==> config.mk <==
export PLATFORM = sky130hd
export DESIGN_NAME = receiver
export DESIGN_NICKNAME = d
export VERILOG_FILES = /design/src/rtl/receiver_pkg.sv /design/src/rtl/receiver_rcv_fifo.sv /design/src/rtl/receiver.sv
export SDC_FILE = /design/constraint.sdc
export NUM_CORES = 1
export LEC_CHECK = 0
export BUFFER_PORTS_ARGS = -buffer_cell sky130_fd_sc_hd__buf_2
export CAP_MARGIN = 30
export CORE_MARGIN = 1.5
export CORE_UTILIZATION = 37
export CTS_CLUSTER_SIZE = 40
export DETAILED_ROUTE_END_ITERATION = 6
export HOLD_SLACK_MARGIN = 0.02
export PLACE_DENSITY = 0.61
export SLEW_MARGIN = 20
export SYNTH_ARGS = -nofsm -noshare
export SYNTH_HDL_FRONTEND = slang
export SYNTH_SLANG_ARGS = --single-unit
==> constraint.sdc <==
create_clock -name clk -period 2 [get_ports clk]
set_input_delay 0 -clock clk [delete_from_list [all_inputs] [get_ports clk]]
set_output_delay 0 -clock clk [all_outputs]
set_load 0.03 [all_outputs]
==> src/rtl/receiver_pkg.sv <==
// Shared definitions for the receiver: handshake FSM encodings and default sizing.
package receiver_pkg;

    localparam int WIDTH_DEF = 16;
    localparam int DEPTH_DEF = 4;

    typedef enum logic [1:0] {
        IDLE     = 2'd0,
        ACK      = 2'd1,
        WAIT_LOW = 2'd2
    } state_t;

endpackage

==> src/rtl/receiver_rcv_fifo.sv <==
// First-word-fall-through FIFO; head visible the cycle after a push, 0 when empty.
// Push is refused when full and pop is ignored when empty; Count never over/underflows.
module rcv_fifo #(
    parameter int WIDTH  = 16,
    parameter int DEPTH  = 4,
    parameter int ADDR_W = 2
) (
    input  logic              clk,
    input  logic              Reset,
    input  logic              push,
    input  logic [WIDTH-1:0]  push_data,
    input  logic              pop,
    output logic [WIDTH-1:0]  pop_data,
    output logic              full,
    output logic              empty,
    output logic [ADDR_W:0]   count
);

    localparam logic [ADDR_W:0] FULL_CNT = (ADDR_W + 1)'(DEPTH);

    logic [WIDTH-1:0]  mem [DEPTH];
    logic [ADDR_W-1:0] wr_ptr;
    logic [ADDR_W-1:0] rd_ptr;
    logic              push_ok;
    logic              pop_ok;

    assign full    = (count == FULL_CNT);
    assign empty   = (count == '0);
    assign push_ok = push && !full;
    assign pop_ok  = pop && !empty;

    assign pop_data = empty ? '0 : mem[rd_ptr];

    // Storage is deliberately left out of reset; only pointers and count matter.
    always_ff @(posedge clk) begin
        if (push_ok) begin
            mem[wr_ptr] <= push_data;
        end
    end

    always_ff @(posedge clk) begin
        if (!Reset) begin
            wr_ptr <= '0;
            rd_ptr <= '0;
            count  <= '0;
        end else begin
            if (push_ok) begin
                wr_ptr <= wr_ptr + 1'b1;
            end
            if (pop_ok) begin
                rd_ptr <= rd_ptr + 1'b1;
            end
            case ({push_ok, pop_ok})
                2'b10:   count <= count + 1'b1;
                2'b01:   count <= count - 1'b1;
                default: count <= count;
            endcase
        end
    end

endmodule

==> src/rtl/receiver.sv <==
// Request/Ack word receiver: captures on the Request edge, Ack one cycle later, buffers in a FIFO.
// Backpressure: Ack is withheld while the FIFO is full, so no word is ever dropped.
module receiver
    import receiver_pkg::*;
#(
    parameter int WIDTH  = WIDTH_DEF,
    parameter int DEPTH  = DEPTH_DEF,
    parameter int ADDR_W = $clog2(DEPTH)
) (
    input  logic              clk,
    input  logic              Reset,
    input  logic              Request,
    input  logic [WIDTH-1:0]  rcvDataIn,
    output logic              Ack,
    output logic              Busy,
    output logic              Valid,
    input  logic              Read,
    output logic [WIDTH-1:0]  rcvDataOut,
    output logic [ADDR_W:0]   Count
);

    state_t state;
    state_t state_nxt;
    logic   push;
    logic   full;
    logic   empty;

    always_ff @(posedge clk) begin
        if (!Reset) begin
            state <= WAIT_LOW;
        end else begin
            state <= state_nxt;
        end
    end

    // Fullness is the registered count, so a same-cycle pop cannot enable a push.
    always_comb begin
        state_nxt = state;
        push      = 1'b0;
        case (state)
            IDLE: begin
                if (Request && !full) begin
                    push      = 1'b1;
                    state_nxt = ACK;
                end
            end
            ACK: begin
                state_nxt = WAIT_LOW;
            end
            WAIT_LOW: begin
                if (!Request) begin
                    state_nxt = IDLE;
                end
            end
            default: begin
                state_nxt = WAIT_LOW;
            end
        endcase
    end

    assign Ack   = (state == ACK);
    assign Busy  = (state != IDLE);
    assign Valid = !empty;

    rcv_fifo #(
        .WIDTH  (WIDTH),
        .DEPTH  (DEPTH),
        .ADDR_W (ADDR_W)
    ) u_fifo (
        .clk       (clk),
        .Reset     (Reset),
        .push      (push),
        .push_data (rcvDataIn),
        .pop       (Read),
        .pop_data  (rcvDataOut),
        .full      (full),
        .empty     (empty),
        .count     (Count)
    );

endmodule

* After elaboration in Yosys (flattened, before gate mapping) *
Memories as Yosys holds them, arrays and structs flattened. A register that Yosys moved wholly into a read port is not among the register bits.
Index checks and enable logic that the tools add are counted.

operators by class
  muxes and demuxes = 11
  multiply operators = 0
  eq/ne operators = 7
  reductions and logical operators = 10
  bitwise operators = 0
  div/mod/pow operators = 0
  magnitude comparators = 0
  $add $sub $neg = 4
  shift operators = 0

operator list
  kind                                                  count
  2-to-1 mux 16 bit                                     1
  2-to-1 mux 2 bit                                      4
  case mux 3 bit (2 select lines)                       1
  adder 2 x 1 -> 2 bit (second input constant)          2
  equality test 2 x 1 -> 1 bit (second input constant)  2
  equality test 2 bit (second input constant)           2
  2-to-1 mux 1 bit                                      4
  inequality test 2 bit (second input constant)         2
  case mux 2 bit (2 select lines)                       1
  nonzero test 2 bit                                    2
  adder 3 x 1 -> 3 bit (second input constant)          1
  equality test 3 bit (second input constant)           1
  logical AND 1 bit                                     3
  logical NOT 3 bit                                     1
  subtractor 3 x 1 -> 3 bit (second input constant)     1
  logical NOT 1 bit                                     2
  logical NOT 2 bit                                     1
  AND reduction 2 bit                                   1

storage, ports and cells
  ROM bits = 0
  bits in latches = 0
  memories kept = 1
  bits in registers = 9
  RAM bits = 64
  input bits = 20
  output and inout bits = 22

memory list
  name        words  bits a word  rd ports  clocked after memory_dff  write ports  line                     source
  u_fifo.mem  4      16           1         1                         1            receiver_rcv_fifo.sv:21  logic [WIDTH-1:0] mem [DEPTH];

* Depth between registers and ports, before layout *
  word-level depth = 8
  gate-level depth with buffers = 9
  mapped depth without buffers = 9

* By module *
A second synthesis with hierarchy kept.

second synthesis, totals
  cell total of the unflattened synthesis = 165
  area total of the unflattened synthesis = 3,116.7 µm²

modules (own cells, without submodules)
  module    sequential area each (µm²)  instances  area each (µm²)  cells each
  rcv_fifo  2,102.0                     1          3,025.4          156
  receiver  40.0                        1          91.3             9

* Least setup slack after synthesis *
Ideal clock, no wire load.

  path type = flip-flop to flip-flop
  from = register u_fifo.count[2]
  to = register u_fifo.count[2]
  required time = 1.924 ns
  data arrival time = 2.207 ns
  period minus slack after synthesis = 2.282 ns
  setup slack = -0.282 ns
  cell stages (with the launch flop) = 10
  cell sequence = dfxtp_1 nor3_1 buf_2 nor2b_1 ha_1 inv_1 fa_1 xor2_1 or3_1 a21boi_0

on the way
  elaborated cells between the ends (all ways) = 15
  classes of those cells = add/sub: 2; eq/ne: 3; mux: 3; reduce/logical: 7

RTL lines
  what                                                                          line                     source
  from (decl)                                                                   receiver_rcv_fifo.sv:16  output logic [ADDR_W:0] count
  from (signal assigned)                                                        receiver_rcv_fifo.sv:54  2'b10: count <= count + 1'b1;
  from (signal assigned)                                                        receiver_rcv_fifo.sv:55  2'b01: count <= count - 1'b1;
  from (signal assigned)                                                        receiver_rcv_fifo.sv:56  default: count <= count;
  logical NOT 3 bit *                                                           receiver_rcv_fifo.sv:28  assign empty = (count == '0);
  logical NOT 1 bit *                                                           receiver_rcv_fifo.sv:30  assign pop_ok = pop && !empty;
  logical AND 1 bit *                                                           receiver_rcv_fifo.sv:30
  named net u_fifo.pop_ok                                                       receiver_rcv_fifo.sv:25  logic pop_ok;
  equality test 2 x 1 -> 1 bit / equality test 2 bit (equally long branches)    receiver_rcv_fifo.sv:53  case ({push_ok, pop_ok})
  case mux 3 bit (2 select lines) / nonzero test 2 bit (equally long branches)  --

Mark *: on every way through the listed nets, which the timed path passes. The rest lies on a longest branch.
A chain may end at the register's enable or synchronous reset.

* Worst setup path after layout *
  from = register state[1]
  to = register u_fifo.count[2]

on the way
  word-level cells in the longest chain between the ends = 5
  elaborated cells between the ends (all ways) = 7
  classes of those cells = eq/ne: 2; mux: 2; reduce/logical: 3

ends and longest elaborated chain
  what                                                                          line                     source
  from (decl)                                                                   receiver.sv:22           state_t state;
  from (signal assigned)                                                        receiver.sv:32           state <= state_nxt;
  logical NOT 2 bit *                                                           receiver.sv:40           case (state)
  2-to-1 mux 1 bit *                                                            receiver.sv:40
  logical AND 1 bit *                                                           receiver_rcv_fifo.sv:29  assign push_ok = push && !full;
  equality test 2 x 1 -> 1 bit / equality test 2 bit (equally long branches)    receiver_rcv_fifo.sv:53
  case mux 3 bit (2 select lines) / nonzero test 2 bit (equally long branches)  --

Every way passes the cells marked *; elsewhere a longest branch is shown, timed or not.

==> results.yml <==
final_layout:
  diodes: 0
  utilization: 0.504
  num-fill-cells: 658
  seq_area_um2: 2150
  final_cell_area_um2: 3960
  syn_to_final_growth_pct: 29.7
  final_nets: 267
  drive_gt1_frac: 0.374
  multi_input_area_um2: 851
synthesis:
  synthArstFlopShare: 0
  syn_area_um2: 3050
  synth-edff-count: 64
  synth.distinct_cells: 26
  yosysWarnings: 0
  synth_top_area_share: 0.630
  synthTopCellsByArea: "edfxtp_1, mux4_2, dfxtp_1, mux4_1, nor2b_1"
  ys.flop_type: "edfxtp_1"
  synthesis.nets: 189
  netlist_instances: 163
  synth_seq_area_share: 0.702
  avgSynthCellArea_um2: 18.7
  synthTopCellsByCount: "edfxtp_1, nor2b_1, dfxtp_1, mux4_2"
  yosysMostFrequentCell: "edfxtp_1"
  ys_ff_latch: 75
  yosysTopAreaCell: "edfxtp_1"
run:
  drv_cap: 0
timing:
  setup_viol: 0
  period_share: 0.965
  rsz0062_at_grt: "yes"
  setup_tns_ns: 0
  finalHoldViolations: 0
  fmax_mhz: 518
  clock-skew-final_ns: 0.00878
  min_period_ns: 1.93
  slew_violations: 0
  slew_headroom: 0.799
  hold_ws_ns: 0.407
  tightestPinTransition_ns: 0.300
critical_path:
  crit_required_ns: 2.27
  worstReg2RegEnd: "u_fifo.count[2]$_SDFFE_PN0P_"
  startpoint_type: "register"
  ff2ff_path_depth: 9
  end_kind: "register"
  r2r_slack_ns: 0.07
  critPathKind: "register to register"
  worstPathArrival_ns: 2.20
  timing.rr.start: "state[1]$_SDFFE_PN1P_"
  worstPathMaxFanout: 3
pwr:
  powerDensity_nw_per_um2: 1130
  power_mw: 4.46
  switchingPower_mw: 1.32
  power_frac_seq: 0.406
  p_leak_nw: 1.42
  intPower_mw: 3.14
  power_switching_share: 0.296
  peakVddDrop_mv: 0.611
  power_frac_clock: 0.304
  p_comb_frac: 0.290
routing:
  routed_wl_mm: 5.04
  ant_nets: 0
  drtIter0Drc: 89
  via_per_inst: 4.63
  avgRoutedWirePerCell_um: 14.5
  post-route-drc-count: 0
  dr.pass1.iters: 4
  num_vias: 1611
cts:
  clkSlewWorstSetupHoldPaths_ns: 0.08
  cts_tree: "built"
  numCtsBuffers: 9
  cts_sinks: 75
  cts_buffer_depth: 2
  htreeDepth: 3
  clk_latency_ns: 0.34
  cts-root-buf: "clkbuf_8"
hold_path:
  hp-class: "input pin to register"
  hp-start: "rcvDataIn[3]"
  min_to: "u_fifo.mem[0][3]$_DFFE_PP_"
  min_path_cells: 2
grt:
  grt_pass1_wl_mm: 8.26
  grt_pass1_vias: 1703
  overflow: 0
  grt_max_degree: 21
  grt_usage: 0.130
  antenna_found_initial: 0
place:
  place.gp.congestion: 0.696
  placed_area_um2: 3500
  hpwlAfterDp_mm: 3.30
  port_buffers: 41
floorplanning:
  die_width_um: 93.8
  initial_utilization: 0.389
  rows: 32
  core-area_um2: 7850
  die-area_um2: 8800
  ioPinCount: 42
  die_y_um: 93.8
run_status:
  outcome: "complete, no violations"
==> cells by family after synthesis <==
family	count (synthesis)	share of synthesized area
buffers and inverters	15	0.0279
adders and majority gates	6	0.0271
xor gates and xnor gates	2	0.00574
DFF	75	0.702
and+or+nand+nor	39	0.0833
muxes	18	0.132
AOI/OAI and AO/OA	8	0.0217
==> cells in the final DEF, fill, tap and decap left out, types with 2 or more instances in the layout <==
cell,count
inv_1,5
mux4_1,6
edfxtp_1,64
buf_12,4
nand2_1,8
dfxtp_1,7
clkbuf_8,9
nor2b_1,14
clkbuf_1,3
mux4_2,10
buf_2,41
ha_1,4
buf_4,7
and2_1,7
inv_2,3
dlygate4sd3_1,21
dfxtp_4,3
o21ai_0,4
mux2i_1,2
nor2b_4,4
bufinv_16,3
or3_1,2
==> cell type report <==
class | count | share of cell area
Sequential cell | 75 | 0.545
Multi-Input combinational cell | 73 | 0.215
Timing Repair Buffer | 74 | 0.141
Clock buffer | 12 | 0.0342
Tap cell | 102 | 0.0323
Clock inverter | 4 | 0.0250
Inverter | 8 | 0.00759
==> state kept, by name, indices dropped and copies added, names as in the netlist, named ones only <==
signal / cells
state: 2
u_fifo.mem: 64
u_fifo.wr_ptr: 2
u_fifo.rd_ptr: 2
u_fifo.count: 3
==> critical path, cell delays in order (launching register included) <==
cell and delay, ns:
dfxtp_2 0.33, or2_4 0.25, a311oi_4 0.29, inv_2 0.08, ha_4 0.17, inv_2 0.05, fa_2 0.19, xor2_1 0.07
or3_1 0.30, a21boi_1 0.12
==> worst max path at each step <==
stage	cells past startpoint	to	startpoint	slack (ns)
CTS	9	u_fifo.count[2]$_SDFFE_PN0P_	u_fifo.count[0]$_SDFFE_PN0P_	0.05
floorplan	9	u_fifo.count[2]$_SDFFE_PN0P_	state[1]$_SDFFE_PN1P_	0.01
global route	9	u_fifo.count[2]$_SDFFE_PN0P_	state[1]$_SDFFE_PN1P_	-0.04
global placement	9	u_fifo.count[2]$_SDFFE_PN0P_	u_fifo.count[0]$_SDFFE_PN0P_	0.12
finish	9	u_fifo.count[2]$_SDFFE_PN0P_	state[1]$_SDFFE_PN1P_	0.07
detailed placement	9	u_fifo.count[2]$_SDFFE_PN0P_	u_fifo.count[0]$_SDFFE_PN0P_	0.07
==> routing by layer <==
metal  track usage  wire, um  vias to the layer above
met3        0.0550       277                        4
met5             0         0                        -
li1              -         -                      775
met4        0.0373        45                        0
met1         0.152      2200                      789
met2         0.220      2520                       43
==> per-stage QoR <==
stage	worst slack [ns]	cells
floorplan	0.0146	163
global placement	0.123	310
detailed placement	0.0722	310
CTS	0.0490	347
global route	-0.0406	348
finish	0.0707	348
==> power groups by stage <==
stage               Clock [mW]  Sequential (mW)  Combinational (mW)
finish                    1.36             1.81                1.29
global route              1.47             1.82                1.41
CTS                       1.40             1.81                1.30
detailed placement           0             1.85                1.26
global placement             0             1.84                1.25
floorplan                    0             1.87               0.930
==> repair_timing <==
action	4_1_cts	5_1_grt
endpoints found under the hold margin	74	0
endpoints found under the setup margin	0	2
hold buffers	21	0
buffers inserted	0	1
resized for setup	0	7
Note: power is estimated with default switching activity, not from simulation.
